**config.mk**
```make
export PLATFORM = sky130hd
export DESIGN_NAME = label_select
export DESIGN_NICKNAME = d
export VERILOG_FILES = /design/src/rtl/label_select.sv
export SDC_FILE = /design/constraint.sdc
export NUM_CORES = 1
export LEC_CHECK = 0
export ABC_AREA = 1
export BUFFER_PORTS_ARGS = -buffer_cell sky130_fd_sc_hd__buf_2
export CORE_AREA = 2 2 178 180
export DETAILED_ROUTE_END_ITERATION = 6
export DIE_AREA = 0 0 180 182
export GPL_TIMING_DRIVEN = 0
export MAX_ROUTING_LAYER = met4
export PLACE_DENSITY = 0.76
export SLEW_MARGIN = 15
export SYNTH_ARGS = -nofsm -noshare
export SYNTH_HDL_FRONTEND = slang
export SYNTH_SLANG_ARGS = --single-unit
```
**constraint.sdc**
```tcl
create_clock -name clk -period 8 [get_ports clk]
set_input_delay 0 -clock clk [delete_from_list [all_inputs] [get_ports clk]]
set_output_delay 0 -clock clk [all_outputs]
set_load 0.01 [all_outputs]
```
**src/rtl/label_select.sv**
```systemverilog
// label_select -- sequential arg-min stage of the K-Means datapath.
//
// Accepts one set of eight unsigned squared distances, scans them one compare
// per cycle, and returns the index of the smallest distance (label) together
// with that distance (min_dist). Ties resolve to the lowest index.
//
// Handshake rule (both sides): a transfer happens on a rising clk edge where
// valid and ready are both high; the producer holds its data stable until then.
//
// Ports:
//   clk, rst              clock, asynchronous active-high reset
//   in_valid, in_ready    input handshake for dist0..dist7
//   dist0..dist7          squared distances to centers 0..7
//   out_valid, out_ready  output handshake for label/min_dist
//   label, min_dist       winning index and its distance
//   hist_clr              synchronous clear of the label histogram
//   hist_sel, hist_count  combinational histogram read port
//
// Optional feature: define LABEL_HIST_EN to build the per-label assignment
// histogram. Without it hist_count is tied to zero.
module label_select #(
    parameter int DIST_W        = 33,
    parameter int NUM_LABEL     = 8,
    parameter int LOG_NUM_LABEL = 3,
    parameter int CNT_W         = 11
) (
    input  logic                     clk,
    input  logic                     rst,
    input  logic                     in_valid,
    output logic                     in_ready,
    input  logic [DIST_W-1:0]        dist0,
    input  logic [DIST_W-1:0]        dist1,
    input  logic [DIST_W-1:0]        dist2,
    input  logic [DIST_W-1:0]        dist3,
    input  logic [DIST_W-1:0]        dist4,
    input  logic [DIST_W-1:0]        dist5,
    input  logic [DIST_W-1:0]        dist6,
    input  logic [DIST_W-1:0]        dist7,
    output logic                     out_valid,
    input  logic                     out_ready,
    output logic [LOG_NUM_LABEL-1:0] label,
    output logic [DIST_W-1:0]        min_dist,
    input  logic                     hist_clr,
    input  logic [LOG_NUM_LABEL-1:0] hist_sel,
    output logic [CNT_W-1:0]         hist_count
);

    typedef enum logic [1:0] {IDLE, SCAN, DONE} state_t;

    // state is the FSM register; checkers can bind to it directly.
    state_t state, state_next;

    logic [DIST_W-1:0]        dist_buf [NUM_LABEL];
    logic [DIST_W-1:0]        best_dist;
    logic [LOG_NUM_LABEL-1:0] best_idx;
    logic [LOG_NUM_LABEL-1:0] scan_idx;
    logic                     accept;
    logic                     handshake;

    assign accept    = in_valid && in_ready;
    assign handshake = out_valid && out_ready;

    always_ff @(posedge clk or posedge rst) begin
        if (rst) begin
            state <= IDLE;
        end else begin
            state <= state_next;
        end
    end

    always_comb begin
        state_next = state;
        in_ready   = 1'b0;
        out_valid  = 1'b0;
        case (state)
            IDLE: begin
                // Gated with rst so in_ready is low for the whole reset pulse.
                in_ready = !rst;
                if (in_valid && !rst) begin
                    state_next = SCAN;
                end
            end
            SCAN: begin
                if (scan_idx == LOG_NUM_LABEL'(NUM_LABEL - 1)) begin
                    state_next = DONE;
                end
            end
            DONE: begin
                out_valid = 1'b1;
                if (out_ready) begin
                    state_next = IDLE;
                end
            end
            default: state_next = IDLE;
        endcase
    end

    // Datapath: entry 0 seeds the running minimum, entries 1..7 are scanned.
    always_ff @(posedge clk or posedge rst) begin
        if (rst) begin
            best_dist <= '0;
            best_idx  <= '0;
            scan_idx  <= '0;
            for (int i = 0; i < NUM_LABEL; i++) begin
                dist_buf[i] <= '0;
            end
        end else if (accept) begin
            dist_buf[0] <= dist0;
            dist_buf[1] <= dist1;
            dist_buf[2] <= dist2;
            dist_buf[3] <= dist3;
            dist_buf[4] <= dist4;
            dist_buf[5] <= dist5;
            dist_buf[6] <= dist6;
            dist_buf[7] <= dist7;
            best_dist   <= dist0;
            best_idx    <= '0;
            scan_idx    <= LOG_NUM_LABEL'(1);
        end else if (state == SCAN) begin
            // Strict less-than keeps the earlier index on a tie.
            if (dist_buf[scan_idx] < best_dist) begin
                best_dist <= dist_buf[scan_idx];
                best_idx  <= scan_idx;
            end
            scan_idx <= scan_idx + LOG_NUM_LABEL'(1);
        end
    end

    assign label    = best_idx;
    assign min_dist = best_dist;

`ifdef LABEL_HIST_EN
    logic [CNT_W-1:0] count [NUM_LABEL];

    // A clear on the same edge as a handshake leaves the winning label at 1.
    always_ff @(posedge clk or posedge rst) begin
        if (rst) begin
            for (int i = 0; i < NUM_LABEL; i++) begin
                count[i] <= '0;
            end
        end else begin
            for (int i = 0; i < NUM_LABEL; i++) begin
                if (handshake && (best_idx == LOG_NUM_LABEL'(i))) begin
                    if (hist_clr) begin
                        count[i] <= CNT_W'(1);
                    end else if (count[i] != '1) begin
                        count[i] <= count[i] + CNT_W'(1);
                    end
                end else if (hist_clr) begin
                    count[i] <= '0;
                end
            end
        end
    end

    assign hist_count = count[hist_sel];
`else
    logic unused_hist;
    assign unused_hist = ^{hist_clr, hist_sel, handshake};
    assign hist_count  = '0;
`endif

endmodule

```
# Yosys cells after proc, flatten, opt, wreduce, memory -nomap -nowiden
# Cells that the tools add are included.
totals:
  register_bits: 305
  out_inout_bits: 49
classes:
  add_sub_neg: 1
  magnitude_cmp: 2
  eq_ne: 6
  muxes: 17
  n_bitwise: 1
  n_reduce_logical: 8
op_table:
  columns: ["cell", "count"]
  rows:
  - ["33-bit 2-to-1 mux", 5]
  - ["33-bit binary-select mux with 3-bit select", 1]
  - ["33-bit less-than comparator", 1]
  - ["3-bit 2-to-1 mux", 5]
  - ["2-bit 2-to-1 mux", 3]
  - ["2-bit inequality test (second input constant)", 3]
  - ["2-bit one-hot mux with 3 select lines", 1]
  - ["4-bit greater-or-equal comparator (second input constant)", 1]
  - ["3-bit inverter with 4-bit output", 1]
  - ["2-bit nonzero test", 2]
  - ["3-bit by 1-bit adder with 3-bit output (second input constant)", 1]
  - ["3-bit == test (second input constant)", 1]
  - ["3-bit AND reduction", 1]
  - ["2-bit by 1-bit == test with 1-bit output (second input constant)", 1]
  - ["2-bit == test (second input constant)", 1]
  - ["1-bit logical AND", 2]
  - ["2-bit logical NOT", 1]
  - ["1-bit 2-to-1 mux", 2]
  - ["2-bit AND reduction", 1]
  - ["1-bit logical NOT", 1]

# Depth between registers and ports, before layout
logic_depth:
  word_depth: 8
  ltp_mapped: 23
  mapped_depth_nobuf: 19

# Worst setup path after synthesis
# Ideal clock, no wire load.
synth_timing:
  path_kind: "register -> register"
  startpoint: "register scan_idx[0]"
  endpoint: "register best_dist[0], in the netlist min_dist[0]"
  setup_ps: 117
  arrival_ps: 2724
  required_time_ps: 7883
  setup_slack_ps: 5159
  stages_incl_launch_ff: 19
  path_buffers: 4
  cell_sequence: "dfrtp_1 > buf_4 > buf_4 > buf_2 > o21ai_0 > o22ai_1 > o21a_1 > ha_1 > nand2_1 > nor2_1 > and2_1 > nand3_1 > nor2_1 > nand2_1 > nand3_4 > nand2_2 > buf_4 > nand2_1 > nand2_1"
synth_via:
  elab_chain_len: 7
  word_cells_on_any_way: 10
  classes_between: "order compare: 1; mux: 6; bitwise: 1; reduce/logical: 2"
synth_lines:
  columns: ["item", "line", "rtl"]
  rows:
  - ["start: declaration", "56", "logic [LOG_NUM_LABEL-1:0] scan_idx;"]
  - ["start signal: assignment", "125", "scan_idx <= scan_idx + LOG_NUM_LABEL'(1);"]
  - ["3-bit inverter with 4-bit output (implied by the code) (*)", "121, 122", null]
  - ["33-bit binary-select mux with 3-bit select (*)", "121, 122", null]
  - ["33-bit 2-to-1 mux (implied by the code) (*) (2 in a row)", "121, 122", null]
  - ["33-bit less-than comparator / 33-bit 2-to-1 mux (equally long branches)", "121", "if (dist_buf[scan_idx] < best_dist) begin"]
  - ["2-bit nonzero test (no line) / 33-bit 2-to-1 mux (equally long branches)", null, null]
  - ["2-bit AND reduction (no line) / 33-bit 2-to-1 mux (equally long branches)", null, null]
  - ["end signal: assignment", "116", "best_dist <= dist0;"]
  - ["end signal: assignment", "122", "best_dist <= dist_buf[scan_idx];"]
  - ["end: declaration", "54", "logic [DIST_W-1:0] best_dist;"]
# Every way passes the cells marked *; elsewhere a longest branch is shown, timed or not. The select of a mux whose other input is x is not followed.
# A chain may end at the register's enable or synchronous reset.

# Worst setup path after layout
layout_timing:
  startpoint: "register scan_idx[1]"
  endpoint: "register best_dist[20], in the netlist min_dist[20]"
# Same word-level chain as after synthesis.

==> reports/results.txt <==
outcome: finished, final reports clean
post-synthesis simple-gate area fraction: 24.1%
CTS tree: built
Total GRT Usage: 37.5%
Max clock buf depth: 3
Final Util: 68.8%
vias in the first global route: 16650
flop-to-flop setup slack: 4.31 ns
worst r2r src: scan_idx[1]$_DFFE_PP0P_
final WL: 59900 um
XOR/XNOR share of the synthesized area: 0%
share of layout cells above drive strength 1: 17.1%
multi-input logic area: 6310 sq um
Hold Crit Class: primary input to flip-flop
RSZ-0062 raised after global routing: false
Final period util: 46.1%
Post-DP HPWL: 38400 um
PwrDens: 399 nW/um^2
Setup crit start kind: flip-flop
CP max FO: 10
Die X: 180 um
core area: 31000 sq um
Reg2Reg Capture Point: min_dist[20]$_DFFE_PP0P_
Compound-Gate Fraction of Synth Area: 14.2%
first-pass GRT wire length: 92000 um
die area: 32800 sq um
Final setup viols: 0
crit path DAT: 4.09 ns
number of remaining DRC errors: 0
post-synthesis sequential area ratio: 50.1%
CP Class: flip-flop to flip-flop
Leak: 0.0112 uW
# rows: 65
Avg Cell Area, Syn: 7.64 sq um
input/output buffers: 305
drt first pass iters: 6
hold-critical path depth: 5
Worst Tran Pin Value: 1.34 ns
Critical Path RT: 8.40 ns
Hold Startpoint: in_valid
mux share of post-synthesis cell area: 0%
Placement Setup Slack: 4.41 ns
number of synthesized register bits: 305
Vert. Die Dim: 182 um
max-cap violations: 0
quantity of gates resized following cts: 0
H-Tree Level Count: 2
root buf cell: clkbuf_16
Area Growth Syn to Fin: 40.0%
Final Slew Violations: 0
setup TNS: 0 ns
Synth Instances: 1993
Clock Skews: 0.0166 ns
largest family of logic cells by synthesized area: simple AND/OR/NAND/NOR gates
Rel. slew slack: 10.9%
placed cells: 2720
vias: 16774
wire per inst: 19.6 um
gp weighted congestion: 0.938
GR Overflow Total: 0
Vias/cell: 5.50
post-synthesis cell area: 15200 sq um
hold worst-path end: min_dist[30]$_DFFE_PP0P_
post-route ant nets: 0
Cell Count, Final, Fillers Out: 3050
Fin. Hold Viols: 0
setup bufs post-CTS: 0
Final min period: 3.69 ns
Clk pin slew, worst setup/hold paths: 0.06 ns
Final Net Count: 2926
initial antenna violation count: 3
pin count of the biggest net entering global routing: 37
launch point of the critical path: scan_idx[1]$_DFFE_PP0P_
Initial Util: 49.2%
register area: 7630 sq um
Reg2Reg Depth: 18
maximum VDD drop: 0.000203 V
Adder-Cell Fraction of Synth Area: 2.79%
Detailed Route Iter0 Violations: 1741
final worst setup slack: 4.31 ns
Num CTS Buffers: 34
Clock Sinks: 305
synth warn: 0
fillcell total: 2406
Crit. End Element: flip-flop
f_max: 0.271 GHz
I/O pin total: 321
Yosys cell types: 28
clock latency on the worst-skew pair: 0.52 ns
per-layer routing:
layer  vias to the layer above  track usage (%)  wire [um]
met5                         -                -          0
met4                         0             21.8       3880
met2                      1052             57.3      27500
met1                      7902             46.7      23400
li1                       7540                -          -
met3                       280             7.20       5150
through the flow:
step	hold WS [ns]	cell area, sq um	total power, uW
3_5_place_dp	0.109	17500	6620
6_report	0.117	21300	8510
5_1_grt	0.161	21300	9130
4_1_cts	0.0939	21300	8340
3_3_place_gp	0.190	17300	6470
2_1_floorplan	0.0374	15300	5310
cells by family after synthesis:
logic type               after synthesis
adder cells (fa/ha/maj)               34
other                                  1
flip-flops                           305
AND/OR/NAND/NOR                      942
buffers and inverters                313
AO/OA/AOI/OAI                        398
timing repair:
item,4_1_cts,5_1_grt
hold buffers,266,0
endpoints found under the setup margin,0,0
endpoints found under the hold margin,413,0
layout by cell type (no fill, tap or decap), types with 2 or more instances in the layout:
cell and n:
dfrtp_1 305, conb_1 11, nor2_1 95, buf_12 8, o21ai_1 2, nand3_1 74, buf_2 358, a21o_1 2
buf_1 11, o21ai_0 259, dlygate4sd3_1 266, inv_2 4, clkbuf_1 59, diode_2 4, and2_1 2, buf_4 22
nand4_1 4, inv_1 172, clkbuf_16 37, a21oi_1 69, clkbuf_8 9, clkinv_2 4, nand2_1 762, o211ai_1 31
o21a_1 32, ha_1 34, buf_16 2
worst max-delay path by stage:
stage	cells past startpoint	endpoint
final	18	min_dist[20]$_DFFE_PP0P_
after global routing	17	min_dist[20]$_DFFE_PP0P_
after CTS	19	min_dist[20]$_DFFE_PP0P_
after detailed placement	17	min_dist[3]$_DFFE_PP0P_
after global placement	2	dist_buf[56]$_DFFE_PP0P_
after floorplan	1	dist_buf[0]$_DFFE_PP0P_
registers in the layout (all words and copies together), names as in the netlist:
signal / cells
min_dist: 33
dist_buf: 264
state: 2
label: 3
scan_idx: 3
critical path: stages (launching register included):
cell and delay (ns):
dfrtp_1 0.39, buf_2 0.20, inv_2 0.17, buf_1 0.46
nor2_1 0.13, o21ai_0 0.11, nand2_1 0.17, o21a_1 0.23
ha_1 0.32, nand4_1 0.13, nor2_1 0.17, nand2_1 0.11
nor2_1 0.12, nand2_1 0.15, nand3_4 0.19, nand2_2 0.14
buf_4 0.21, nand2_1 0.09, nand2_1 0.06
synth_stat cells:
| cell type | count | share of area [%] |
|---|---|---|
| a21o_1 | 2 | 0.099 |
| a21oi_1 | 69 | 2.3 |
| a21oi_4 | 1 | 0.11 |
| and2_1 | 2 | 0.082 |
| buf_1 | 11 | 0.27 |
| buf_2 | 53 | 1.7 |
| buf_4 | 22 | 1.1 |
| clkbuf_1 | 50 | 1.2 |
| conb_1 | 1 | 0.025 |
| dfrtp_1 | 305 | 50 |
| ha_1 | 34 | 2.8 |
| inv_1 | 173 | 4.3 |
| inv_2 | 4 | 0.099 |
| nand2_1 | 762 | 19 |
| nand2_2 | 1 | 0.041 |
| nand3_1 | 74 | 2.4 |
| nand3_4 | 1 | 0.12 |
| nand3b_1 | 1 | 0.049 |
| nand4_1 | 4 | 0.16 |
| nor2_1 | 95 | 2.3 |
| nor2_4 | 1 | 0.074 |
| nor3_2 | 1 | 0.066 |
| o211ai_1 | 31 | 1.5 |
| o21a_1 | 32 | 1.6 |
| o21ai_0 | 259 | 8.5 |
| o21ai_1 | 2 | 0.066 |
| o22ai_1 | 1 | 0.041 |
| o31ai_1 | 1 | 0.049 |
report_power, final:
part           switching, uW  total [uW]  leakage, uW  internal [uW]
combinational           2720        4210      0.00683           1500
sequential               403        2690      0.00378           2290
clock                    648        1610     0.000561            958
total                   3770        8510       0.0112           4740
layout make-up:
class                      count  share of cell area, %
antenna                        4                 0.0469
buffer                       136                   3.09
clock buffer                  55                   5.08
clock inverter                 5                  0.235
inverter                     177                   3.13
multi-input combinational   1385                   29.6
sequential                   305                   35.8
tap                          402                   2.36
timing repair buffer         581                   20.7
Power figures use the tool's default switching activity.
